--- config.mk ---
export PLATFORM = sky130hd
export DESIGN_NAME = rf_wb_arbiter
export DESIGN_NICKNAME = d
export VERILOG_FILES = /design/src/rtl/cpu_pkg.sv /design/src/rtl/wb_fifo.sv /design/src/rtl/rf_wb_arbiter.sv
export SDC_FILE = /design/constraint.sdc
export NUM_CORES = 1
export LEC_CHECK = 0
export BUFFER_PORTS_ARGS = -buffer_cell sky130_fd_sc_hd__buf_2
export CELL_PAD_IN_SITES_DETAIL_PLACEMENT = 1
export CELL_PAD_IN_SITES_GLOBAL_PLACEMENT = 1
export CORE_MARGIN = 3
export CORE_UTILIZATION = 49
export DETAILED_ROUTE_END_ITERATION = 8
export PLACE_DENSITY = 0.94
export SLEW_MARGIN = 20
export SYNTH_ARGS = -nofsm -noshare
export SYNTH_HDL_FRONTEND = slang
export SYNTH_SLANG_ARGS = --single-unit
--- constraint.sdc ---
create_clock -name clk -period 10.96 [get_ports clk]
set_input_delay 0.548 -clock clk [delete_from_list [all_inputs] [get_ports clk]]
set_output_delay 0.548 -clock clk [all_outputs]
set_load 0.02 [all_outputs]
--- src/rtl/cpu_pkg.sv ---
// Shared register-file writeback types: widths, the hard-wired zero register,
// and the {rd, data} record carried through the writeback queue.
package cpu_pkg;

  localparam int AW = 5;
  localparam int DW = 32;

  localparam logic [AW-1:0] REG_ZERO = '0;

  typedef struct packed {
    logic [AW-1:0] rd;
    logic [DW-1:0] data;
  } wb_entry_t;

endpackage

--- src/rtl/wb_fifo.sv ---
// Writeback queue: up to two pushes and one pop per cycle, with the contents
// exported oldest-first so the owner can scan them for forwarding.
module wb_fifo
  import cpu_pkg::*;
#(
  parameter int DEPTH = 4
) (
  input  logic                     clk,
  input  logic                     rst,
  input  logic                     push0,
  input  wb_entry_t                push0_entry,
  input  logic                     push1,
  input  wb_entry_t                push1_entry,
  input  logic                     pop,
  output logic                     empty,
  output logic [$clog2(DEPTH):0]   count,
  output wb_entry_t                head,
  output wb_entry_t                age_entry [DEPTH],
  output logic [DEPTH-1:0]         age_valid
);

  localparam int PW = $clog2(DEPTH);
  localparam int CW = PW + 1;

  wb_entry_t        mem_q [DEPTH];
  wb_entry_t        mem_d [DEPTH];
  logic [PW-1:0]    rd_ptr_q, rd_ptr_d;
  logic [PW-1:0]    wr_ptr_q, wr_ptr_d;
  logic [PW-1:0]    wr_ptr_nx;
  logic [CW-1:0]    count_q, count_d;

  always_comb begin
    mem_d     = mem_q;
    wr_ptr_nx = wr_ptr_q + PW'(1);
    // push0 is the older write; if only push1 is present it still lands at wr_ptr
    if (push0) begin
      mem_d[wr_ptr_q] = push0_entry;
      if (push1) mem_d[wr_ptr_nx] = push1_entry;
    end else if (push1) begin
      mem_d[wr_ptr_q] = push1_entry;
    end
    wr_ptr_d = wr_ptr_q + PW'(push0) + PW'(push1);
    rd_ptr_d = pop ? rd_ptr_q + PW'(1) : rd_ptr_q;
    count_d  = count_q + CW'(push0) + CW'(push1) - CW'(pop);
  end

  always_ff @(posedge clk) begin
    if (!rst) begin
      count_q  <= '0;
      rd_ptr_q <= '0;
      wr_ptr_q <= '0;
    end else begin
      count_q  <= count_d;
      rd_ptr_q <= rd_ptr_d;
      wr_ptr_q <= wr_ptr_d;
    end
    mem_q <= mem_d;
  end

  always_comb begin
    for (int i = 0; i < DEPTH; i++) begin
      age_entry[i] = mem_q[rd_ptr_q + PW'(i)];
      age_valid[i] = CW'(i) < count_q;
    end
  end

  assign empty = (count_q == '0);
  assign count = count_q;
  assign head  = mem_q[rd_ptr_q];

endmodule

--- src/rtl/rf_wb_arbiter.sv ---
// Merges ALU and load writebacks into the register file's single write port
// through an in-order queue, and answers two forwarding queries against it.
module rf_wb_arbiter
  import cpu_pkg::wb_entry_t;
  import cpu_pkg::REG_ZERO;
#(
  parameter int DEPTH = 4,
  parameter int DW    = cpu_pkg::DW,
  parameter int AW    = cpu_pkg::AW
) (
  input  logic          clk,
  input  logic          rst,
  input  logic          alu_valid,
  input  logic [AW-1:0] alu_rd,
  input  logic [DW-1:0] alu_data,
  output logic          alu_ready,
  input  logic          mem_valid,
  input  logic [AW-1:0] mem_rd,
  input  logic [DW-1:0] mem_data,
  output logic          mem_ready,
  output logic          RFWr,
  output logic [AW-1:0] A3,
  output logic [DW-1:0] WD,
  input  logic [AW-1:0] q1_addr,
  output logic          q1_hit,
  output logic [DW-1:0] q1_data,
  input  logic [AW-1:0] q2_addr,
  output logic          q2_hit,
  output logic [DW-1:0] q2_data
);

  localparam int CW = $clog2(DEPTH) + 1;
  localparam int FW = CW + 1;

  logic             fifo_empty;
  logic [CW-1:0]    fifo_count;
  wb_entry_t        head;
  wb_entry_t        age_entry [DEPTH];
  logic [DEPTH-1:0] age_valid;
  wb_entry_t        mem_entry, alu_entry;
  logic [FW-1:0]    free;
  logic             mem_push, alu_push;

  assign mem_entry = '{rd: mem_rd, data: mem_data};
  assign alu_entry = '{rd: alu_rd, data: alu_data};

  // Valid/ready: a source transfers on any edge where valid && ready; ready never
  // looks at the source's own valid, and the load keeps priority as the older op.
  always_comb begin
    free      = FW'(DEPTH) - FW'(fifo_count) + FW'(RFWr);
    mem_ready = (free >= FW'(1));
    alu_ready = mem_valid ? (free >= FW'(2)) : (free >= FW'(1));
    mem_push  = mem_valid && mem_ready && (mem_rd != REG_ZERO);
    alu_push  = alu_valid && alu_ready && (alu_rd != REG_ZERO);
  end

  wb_fifo #(.DEPTH(DEPTH)) u_fifo (
    .clk         (clk),
    .rst         (rst),
    .push0       (mem_push),
    .push0_entry (mem_entry),
    .push1       (alu_push),
    .push1_entry (alu_entry),
    .pop         (RFWr),
    .empty       (fifo_empty),
    .count       (fifo_count),
    .head        (head),
    .age_entry   (age_entry),
    .age_valid   (age_valid)
  );

  assign RFWr = !fifo_empty;
  assign A3   = RFWr ? head.rd   : '0;
  assign WD   = RFWr ? head.data : '0;

  // Oldest-first scan: later matches overwrite earlier ones, leaving the youngest.
  always_comb begin
    q1_hit  = 1'b0;
    q1_data = '0;
    q2_hit  = 1'b0;
    q2_data = '0;
    for (int i = 0; i < DEPTH; i++) begin
      if (age_valid[i] && (q1_addr != REG_ZERO) && (age_entry[i].rd == q1_addr)) begin
        q1_hit  = 1'b1;
        q1_data = age_entry[i].data;
      end
      if (age_valid[i] && (q2_addr != REG_ZERO) && (age_entry[i].rd == q2_addr)) begin
        q2_hit  = 1'b1;
        q2_data = age_entry[i].data;
      end
    end
  end

endmodule

==> impl_metrics.csv <==
group,metric,value,unit
synthesis,yosysWarnings,0,
hold_path,hold_depth,3,
synthesis,ys.flop_type,"edfxtp_1",
pwr,combPwrFrac,67.2,%
floorplan,die-area,0.0323,mm²
synthesis,ys_seq_area_share,31.0,%
sta,relSlewSlack,20.9,%
synthesis,ys_seq_elements,155,
worst_setup_path,cp_cell_sequence,"buf_4, mux4_2, xnor2_1, nand2_1, buf_4, nor3_2, or2_1, buf_4, a211oi_1, a211oi_1, buf_2",
sta,finalHoldViolations,0,
grt,grt_start_max_net_pins,78,
pwr,p_sw,3390,µW
synthesis,syn_area,0.0148,mm²
synthesis,syn_inst,1633,
pwr,p_seq_share,23.2,%
worst_setup_path,worst_setup_path_start_kind,"register",
sta,fin_crit_sh,57.0,%
routing,vias,15122,
floorplan,initial_core_util,49.8,%
grt,grt_pass1_wl,93.2,mm
worst_setup_path,worstPathMaxFanout,61,
worst_setup_path,cp-startpoint,"u_fifo.rd_ptr_q[0]",
routing,ant_nets,0,
hold_path,hp-class,"input port to register",
floorplan,coreArea,0.0297,mm²
synthesis,synth.area.top_cells,"edfxtp_1, mux2i_1, o21ai_0, mux2_2, nand2_1",
clock_tree,h-tree-depth,4,
synthesis,avgSynthCellArea,9.07,µm²
finish,syn_to_final_growth,11.7,%
worst_setup_path,worstReg2RegEnd,"u_fifo.count[2]",
floorplan,num_rows,63,
pwr,p_int,2830,µW
pwr,p_leak,0.00684,µW
floorplan,die_x,180,µm
clock_tree,postCtsSetupRepairBufs,0,
worst_setup_path,rrSetupSlack,6.34,ns
sta,tightest_slew,1.18,ns
place,dp_hpwl,37.0,mm
hold_path,hp-start,"alu_data[0]",
synthesis,ys_async_sr_fraction,0,%
worst_setup_path,path_buf_inv,4,
sta,fin_crit,6.25,ns
routing,vias_per_cell,7.11,
sta,fin_setup_tns,0,ns
worst_setup_path,cp-end-kind,"primary output",
worst_setup_path,rr_startpoint,"u_fifo.count[1]",
grt,grt-ovfl-total,0,
routing,drt_pass1_iterations,6,
grt,grt_util_all_layers,36.4,%
clock_tree,cts_buffer_depth,2,
routing,wl_per_cell,28.9,µm
grt,grt_util_met2,57.8,%
flow_run,maxCapViolCount,0,
worst_setup_path,reg2regPathDepth,17,
synthesis,yosys.area.top_type,"edfxtp_1",
place,numPortBuffers,193,
clock_tree,path_clk_slew,0.07,ns
finish,final_nets,1818,
hold_path,hold_end,"u_fifo.mem_q[111]",
sta,finalClockSkew,0.00898,ns
grt,use_met1,44.8,%
place,placedCellCount,2091,
finish,instances_no_fill,2128,
worst_setup_path,worstPathRequired,10.41,ns
routing,drc,0,
grt,top_usage_layer,"met2",
clock_tree,root_buffer,"clkbuf_16",
outcome,status,"completed",
synthesis,synth_top_cell_area_share,30.0,%
synthesis,synth_cell_type_count,65,
sta,drv_slew,0,
worst_setup_path,cpMaxStageDelayCell,"buf_4",
routing,drt-total-wl,61.6,mm
worst_setup_path,cp.arrival,5.70,ns
pwr,p_clk_share,9.5,%
routing,drt_iter0_markers,1672,
sta,fmax,160,MHz
clock_tree,cts_resized,0,
clock_tree,cts_tree,"built",
clock_tree,cts.sinks,155,
synthesis,syn_nets,1730,
worst_setup_path,cp_slowest_stage_delay,0.69,ns
grt,use_met3,8.36,%
synthesis,synth_edf_count,148,
sta,rsz0062_at_grt,"false",
grt,grt_pass1_vias,15843,
place,place.gp.congestion,0.874,
worst_setup_path,cpLargestDelayFamily,"buffers and inverters",
worst_setup_path,crit_type,"register to primary output",
pwr,swShare,54.5,%
sta,setup_viol,0,
finish,drive_above_1_share,21.3,%
pwr,vdd_ir_drop_max,0.204,mV
pwr,p_per_area,376,mW/mm²
floorplan,die_height,180,µm
clock_tree,cts_made_buffers,17,
clock_tree,insertion_delay,0.45,ns
floorplan,num_io_pins,194,
worst_setup_path,cp_common_cell,"buf_4",
grt,antenna_found_initial,7,
clock_tree,hold_buffers,0,
cell families after synthesis:
kind of cell | Yosys count | share of synthesized area (%)
XOR/XNOR | 50 | 2.96
buffers and inverters | 201 | 6.12
AND/OR/NAND/NOR | 402 | 12.0
flip-flops | 155 | 31.0
multiplexers | 366 | 26.9
adder cells (fa/ha/maj) | 9 | 0.913
AO/OA/AOI/OAI | 450 | 20.1
sequential cells by signal (all words and copies together) (netlist names):
signal           count
u_fifo.wr_ptr_q      2
u_fifo.count         3
u_fifo.rd_ptr_q      2
u_fifo.mem_q       148
routing by layer:
layer | vias up | wire, µm
met5 | - | 52
met3 | 322 | 6070
li1 | 6292 | -
met4 | 8 | 3690
met1 | 7380 | 23400
met2 | 1120 | 28400
power by group through the flow:
stage               Clock (µW)  Combinational (µW)  Sequential, µW
finish                     593                4180            1440
global route               621                4390            1470
CTS                        596                4040            1420
detailed placement           0                3950            1420
global placement             0                3750            1370
floorplan                    0                2830            1280
layout by cell type, fill, tap and decap left out, drive strengths merged, types with 3 or more instances in the layout:
master    count
xnor2        38
nor2b        10
or4           5
a211o         4
mux2i       289
o31ai         5
mux4         14
a32oi         3
a221oi        3
clkinvlp      6
inv          44
clkbuf       19
nor3         38
diode         4
o22ai         3
edfxtp      148
a21oi        66
and2         11
xor2         12
o2bb2ai      71
o21a         30
a211oi       65
dfxtp         7
o21ai       154
nand2       182
ha            6
nor2        105
o211ai       30
nand3        10
nor4         32
mux2         63
buf         224
clkinv        7
fa            3
o2111a        3
worst min-delay path, stage by stage:
cell and delay, ns:
buf_2 0.12, nand2_1 0.05, o21ai_0 0.06
cell type report:
class / count / area [µm²]
Timing Repair Buffer: 224 / 1220
Sequential cell: 155 / 4590
Tap cell: 390 / 488
Multi-Input combinational cell: 1277 / 9490
Antenna cell: 4 / 10.0
Clock inverter: 13 / 128
Clock buffer: 19 / 433
Inverter: 46 / 178
Fill cell: 3414 / 13200
per-stage QoR:
step	total power, µW	cell area, µm²	hold slack, ns	utilization [%]	worst slack (ns)
2_1_floorplan	4110	14800	0.594	-	5.24
3_3_place_gp	5120	15900	0.641	53.6	5.21
3_5_place_dp	5370	15900	0.665	53.6	5.03
4_1_cts	6060	16500	0.407	55.5	4.51
5_1_grt	6480	16500	0.429	55.7	4.68
6_report	6220	16500	0.434	55.7	4.71
cells in the mapped netlist (3+ instances only):
library cell / number
nor3_1: 36
buf_1: 15
o21a_1: 30
a211oi_2: 3
nand3_1: 10
mux2_2: 63
o22ai_1: 3
edfxtp_1: 148
o21ai_0: 150
mux2i_2: 4
nand2_1: 182
inv_1: 42
xor2_1: 12
buf_6: 11
ha_1: 6
mux4_1: 5
nor2b_1: 9
or4_1: 3
o31ai_1: 5
dfxtp_1: 7
a211oi_1: 62
o2111a_1: 3
o21ai_1: 3
clkbuf_1: 92
buf_4: 5
o211ai_1: 30
a32oi_1: 3
mux2i_1: 283
nor2_1: 104
fa_1: 3
buf_2: 31
xnor2_1: 38
o2bb2ai_1: 71
a221oi_1: 3
a21oi_1: 66
and2_1: 11
nor4_1: 32
a211o_1: 4
mux4_2: 9
worst max path at each step:
stage                      endpoint  cells past startpoint
floorplan           u_fifo.mem_q[0]                     13
global placement         q2_data[1]                     10
detailed placement       q2_data[1]                     10
CTS                      q2_data[1]                     10
global route             q2_data[1]                     10
finish                  q2_data[13]                     11
Power figures use the tool's default switching activity.
